## src/rtl/multi_timer_irq.sv

```systemverilog
// NUM_CH interval timers sharing one prescaler, each with limit, enable, periodic/one-shot
// mode and a sticky pending bit; drives a masked interrupt and the lowest pending channel id.
module multi_timer_irq #(
    parameter  int NUM_CH      = 4,
    parameter  int CNT_WIDTH   = 32,
    parameter  int PRESC_WIDTH = 8,
    localparam int CH_W        = $clog2(NUM_CH)
) (
    input  logic                   clk,
    input  logic                   reset,
    input  logic [PRESC_WIDTH-1:0] prescale,
    input  logic                   cfg_we,
    input  logic [CH_W-1:0]        cfg_ch,
    input  logic [CNT_WIDTH-1:0]   cfg_limit,
    input  logic                   cfg_mode,
    input  logic                   cfg_en,
    input  logic [NUM_CH-1:0]      irq_mask,
    input  logic [NUM_CH-1:0]      irq_ack,
    output logic [NUM_CH-1:0]      irq_pending,
    output logic                   timer_int,
    output logic [CH_W-1:0]        irq_id,
    input  logic [CH_W-1:0]        cnt_sel,
    output logic [CNT_WIDTH-1:0]   cnt_val
);

    logic [PRESC_WIDTH-1:0] r_presc_cnt;
    logic [CNT_WIDTH-1:0]   r_limit [NUM_CH];
    logic [CNT_WIDTH-1:0]   r_cnt   [NUM_CH];
    logic [NUM_CH-1:0]      r_en;
    logic [NUM_CH-1:0]      r_mode;
    logic [NUM_CH-1:0]      r_pending;

    logic                   w_tick;
    logic [NUM_CH-1:0]      w_cfg_hit;
    logic [NUM_CH-1:0]      w_advance;
    logic [NUM_CH-1:0]      w_expire;
    logic [NUM_CH-1:0]      w_active;

    // >= rather than == so that lowering prescale mid-count ticks at once.
    assign w_tick = (r_presc_cnt >= prescale);

    always_comb begin
        // NOTE: every output of this block gets a default first, so no latch is inferred.
        w_cfg_hit = '0;
        w_advance = '0;
        w_expire  = '0;
        for (int i = 0; i < NUM_CH; i++) begin
            // An out-of-range cfg_ch matches no channel, so the write is dropped.
            w_cfg_hit[i] = cfg_we && (cfg_ch == CH_W'(i));
            w_advance[i] = r_en[i] && w_tick && (r_limit[i] != '0);
            w_expire[i]  = w_advance[i] && (r_cnt[i] == r_limit[i] - CNT_WIDTH'(1));
        end
    end

    always_ff @(posedge clk) begin
        if (reset) begin
            r_presc_cnt <= '0;
            r_en        <= '0;
            r_mode      <= '0;
            r_pending   <= '0;
            // NOTE: limit/counter arrays are ordinary flops and are cleared, so no stale
            // configuration can fire after reset.
            for (int i = 0; i < NUM_CH; i++) begin
                r_limit[i] <= '0;
                r_cnt[i]   <= '0;
            end
        end else begin
            // NOTE: non-blocking updates keep every channel working from pre-edge values.
            r_presc_cnt <= w_tick ? '0 : r_presc_cnt + PRESC_WIDTH'(1);
            for (int i = 0; i < NUM_CH; i++) begin
                if (w_cfg_hit[i]) begin
                    r_limit[i]   <= cfg_limit;
                    r_mode[i]    <= cfg_mode;
                    r_en[i]      <= cfg_en;
                    r_cnt[i]     <= '0;
                    r_pending[i] <= 1'b0;
                end else begin
                    if (w_expire[i]) begin
                        r_cnt[i]     <= '0;
                        r_pending[i] <= 1'b1;
                        if (r_mode[i]) begin
                            r_en[i] <= 1'b0;
                        end
                    end else begin
                        if (w_advance[i]) begin
                            r_cnt[i] <= r_cnt[i] + CNT_WIDTH'(1);
                        end
                        // An ack on the expiry edge loses to the new event.
                        if (irq_ack[i]) begin
                            r_pending[i] <= 1'b0;
                        end
                    end
                end
            end
        end
    end

    assign w_active    = r_pending & irq_mask;
    assign irq_pending = r_pending;
    assign timer_int   = |w_active;

    always_comb begin
        irq_id  = '0;
        cnt_val = '0;
        for (int i = NUM_CH - 1; i >= 0; i--) begin
            if (w_active[i]) begin
                irq_id = CH_W'(i);
            end
        end
        for (int i = 0; i < NUM_CH; i++) begin
            if (cnt_sel == CH_W'(i)) begin
                cnt_val = r_cnt[i];
            end
        end
    end

endmodule

```

## config.mk

```make
export PLATFORM = sky130hd
export DESIGN_NAME = multi_timer_irq
export DESIGN_NICKNAME = d
export VERILOG_FILES = /design/src/rtl/multi_timer_irq.sv
export SDC_FILE = /design/constraint.sdc
export NUM_CORES = 1
export LEC_CHECK = 0
export CORE_MARGIN = 2
export CORE_UTILIZATION = 55
export CTS_CLUSTER_SIZE = 25
export DETAILED_ROUTE_END_ITERATION = 16
export GPL_TIMING_DRIVEN = 0
export PLACE_DENSITY = 0.77
export SYNTH_ARGS = -nofsm -noshare
export SYNTH_HDL_FRONTEND = slang
export SYNTH_SLANG_ARGS = --single-unit
```

## constraint.sdc

```tcl
create_clock -name clk -period 3.75 [get_ports clk]
set_input_delay 1.125 -clock clk [delete_from_list [all_inputs] [get_ports clk]]
set_output_delay 1.125 -clock clk [all_outputs]
set_load 0.05 [all_outputs]
```

==> results of run 1 <==
flip-flops by register name (all words and copies together), names as in the netlist:
signal,cells
r_cnt,128
r_en,4
r_presc_cnt,8
r_mode,4
irq_pending,4
r_limit,128
worst reg2reg max path, cell delays in order (launching register included):
cell and delay (ps):
edfxtp_1 480, or4_1 660, or4_4 580, nor4_4 310
mux2_2 390, a31oi_2 240, o221ai_2 260, nor2_4 180
buf_12 150, buf_4 150, nor3_1 50
cells in the final DEF (no fill, tap or decap), types with 17 or more instances in the layout:
cell,n
clkdlybuf4s50_1,59
nor2b_1,20
buf_4,31
o21ai_0,26
xnor2_1,174
nand3_1,72
dfxtp_1,20
inv_1,53
nand4_1,36
nor2_1,205
and3_1,22
buf_2,17
or3_1,24
edfxtp_1,256
or2_2,18
nand2_1,87
xor2_1,115
a21oi_1,27
nor3_1,82
clkbuf_1,46
or4_1,22
clkbuf_16,37
nor4_1,27
and2_1,134
mux4_2,32
power by group:
part	switching (W)	leakage, nW	total [W]	internal [W]
registers	0.000259	2.77	0.00382	0.00356
logic	0.000718	3.81	0.00120	0.000487
clock network	0.00137	0.599	0.00367	0.00230
cell usage after synthesis (4+ instances only):
| library cell | n |
|---|---|
| mux2i_1 | 9 |
| nand4_1 | 36 |
| or2_2 | 18 |
| and4_1 | 11 |
| or4_1 | 26 |
| and2_1 | 134 |
| dfxtp_1 | 20 |
| mux4_2 | 32 |
| nor2_1 | 207 |
| and3_1 | 22 |
| and4b_1 | 6 |
| buf_4 | 6 |
| a2111oi_0 | 4 |
| o21ai_0 | 26 |
| nand2_1 | 91 |
| nand4b_1 | 4 |
| o211ai_1 | 6 |
| xnor2_1 | 174 |
| nor4_2 | 5 |
| o21a_1 | 7 |
| nor4b_1 | 9 |
| edfxtp_1 | 256 |
| a22oi_1 | 5 |
| o41ai_1 | 6 |
| inv_1 | 56 |
| buf_1 | 4 |
| a21oi_1 | 27 |
| ha_1 | 17 |
| or3_1 | 24 |
| a31oi_1 | 17 |
| nor3_1 | 88 |
| nor3b_1 | 5 |
| a211oi_1 | 9 |
| o31ai_1 | 5 |
| xor2_1 | 115 |
| o2111ai_1 | 4 |
| nor2b_1 | 20 |
| nand3b_1 | 11 |
| clkbuf_1 | 61 |
| nand2b_1 | 10 |
| nand3_1 | 72 |
| nor4_1 | 41 |
| buf_2 | 6 |
stage by stage:
stage          TNS (ps)  total power, W
2_1_floorplan         0         0.00456
3_3_place_gp    -305120         0.00496
3_5_place_dp    -331350         0.00500
4_1_cts               0         0.00864
5_1_grt            -931         0.00894
6_report              0         0.00870
worst max-delay path by stage:
stage	to	cells past startpoint
6_report	r_cnt[3][7]	10
3_5_place_dp	r_cnt[3][2]	9
2_1_floorplan	cnt_val[0]	4
4_1_cts	r_cnt[3][13]	12
3_3_place_gp	r_cnt[2][2]	9
5_1_grt	r_cnt[1][24]	10
kinds of logic after synthesis:
group	Yosys count
AO/OA/AOI/OAI	152
multiplexers	44
AND/OR/NAND/NOR	852
buffers and inverters	133
XOR/XNOR	290
flip-flops	276
adder cells (fa/ha/maj)	17
final cells by class:
cell class,count,area [µm²]
fillers,2484,10900
multi-input cells,1355,9680
flip-flops and latches,276,8090
repair buffers,129,1240
clock buffers,38,907
well taps,442,553
plain buffers,73,405
clock inverters,23,327
inverters,56,214
repair inverters,1,5.00
metal layers:
metal,global-route usage [%],part of all wire (%)
met5,0,0
met4,12.8,4.4
met3,6.24,11
met2,48.5,44
met1,44.2,40
repair_timing:
| action | CTS | global route |
|---|---|---|
| setup buffers | 10 | 20 |
| pin swaps | 12 | 14 |
| hold buffers | 0 | 0 |
| cloned | 0 | 5 |
| gates resized for setup | 163 | 80 |
| setup endpoints to repair | 298 | 177 |
==> impl_metrics.toml, run 1 <==
[drt]
drtIter0Drc = 1839
wl_per_cell_um = 22.6
dr.pass1.iters = 6
num_vias = 14900
drc = 0
ant_nets = 0
viasPerCell = 6.24
routed_wl_um = 54100

[yosys]
synth_nets = 1838
synth_fa_ha_area_share_pct = 1.19
ys_async_sr_fraction_pct = 0
synth_edf_count = 256
syn_avg_cell_area_um2 = 10.1
synth_compound_area_share_pct = 5.93
yosys.area_share.simple_pct = 25.7
synthTopCellsByArea = "edfxtp_1 43%, xnor2_1 8.5%, xor2_1 5.6%"
yosysWarnings = 0
synth_ff_type = "edfxtp_1"
synth_top_family_by_area = "simple AND/OR/NAND/NOR gates"
synth_top_area_cell = "edfxtp_1"
ys_ff_latch = 276
synth_seq_area_share_pct = 45.2
synth.distinct_cells = 76
synth.area.mux_share_pct = 4.72
postSynthCellCount = 1764
synthXorXnorAreaFrac_pct = 14.3
synth_area_mm2 = 0.0179
yosys.area.top_type_share_pct = 43.0

[cts]
cts_tree = "built"
cts_root_buf = "clkbuf_16"
clk_pin_slew_ps = 60
cts_buffers = 34
insertion_delay_ps = 520
cts.sinks = 276
cts.htree.levels = 2
clock_path_buffers = 3

[global_route]
grt_pass1_wl_um = 81300
antenna_found_initial = 0
grt_start_max_net_pins = 36
gr-total-overflow = 0
grt_pass1_vias = 14000
grt.total_usage_pct = 31.6

[sta]
max_freq_ghz = 0.268
min_period_over_period_pct = 99.6
tightestPinTransition_ps = 1450
fin_crit_ps = 3740
rsz0062_at_grt = "true"
clock_skew_ps = 12.8
fin_ws_ps = 14.8
finalSetupViolCount = 0
hold_violations = 0
slew_headroom_pct = 2.97
whs_ps = 488
drv_slew = 0

[critical_path]
ff2ff_path_depth = 10
crit_chain = "or4_1, or4_4, nor4_4, mux2_2, a31oi_2, o221ai_2, nor2_4, buf_12, buf_4, nor3_1"
cp.arrival_ps = 3980
startpoint = "r_limit[3][12]"
worst-path-buf-inv = 2
slowest_delay_ps = 660
r2r_start = "r_limit[3][12]"
worstSetupStartpointType = "flop"
cpLargestDelayFamily = "simple AND/OR/NAND/NOR gates"
path_class = "reg -> reg"
cp_data_required_time_ps = 4000
rr_endpoint = "r_cnt[3][7]"
slowest_stage = "or4_1"
cp_max_fo = 7
cp-end-kind = "flop"
rrSetupSlack_ps = 10

[placement]
dp.cells = 2300
place_area_mm2 = 0.0194
gp_congestion = 0.976
dpl.hpwl_um = 40000
dp_slack_ps = -1630
portBuffers = 93

[floorplanning]
die_w_um = 184
die_y_um = 184
ios = 96
num_rows = 66
coreArea_mm2 = 0.0323
die_area_mm2 = 0.0340
start_util_pct = 55.4

[final_layout]
antennaDiodeCount = 0
instances_no_fill = 2393
post-route-util_pct = 66.3
syn2layout_area_growth_pct = 19.8
drive_gt1_share_pct = 14.0
final_cell_area_mm2 = 0.0214
final_nets = 2000

[status]
status = "finished, final reports clean"

[min_path]
min_from = "r_mode[2]"
hold_end = "r_mode[2]"
hold_depth = 1
hold_class = "reg -> reg"

[power]
p_leak_nw = 7.18
ir_drop_uv = 278
p_per_area_mw_per_mm2 = 406

[flow_run]
maxCapViolCount = 0
Note: power is estimated with default switching activity, not from simulation.
==> run 2: changes to the inputs <==
--- a/config.mk
+++ b/config.mk
@@ -5,6 +5,7 @@
 export SDC_FILE = /design/constraint.sdc
 export NUM_CORES = 1
 export LEC_CHECK = 0
+export ABC_CLOCK_PERIOD_IN_PS = 3750
 export CORE_MARGIN = 2
 export CORE_UTILIZATION = 55
 export CTS_CLUSTER_SIZE = 25
==> results of run 2 <==
Same layout as run 1: the final DEF is identical, and so are final timing and power.
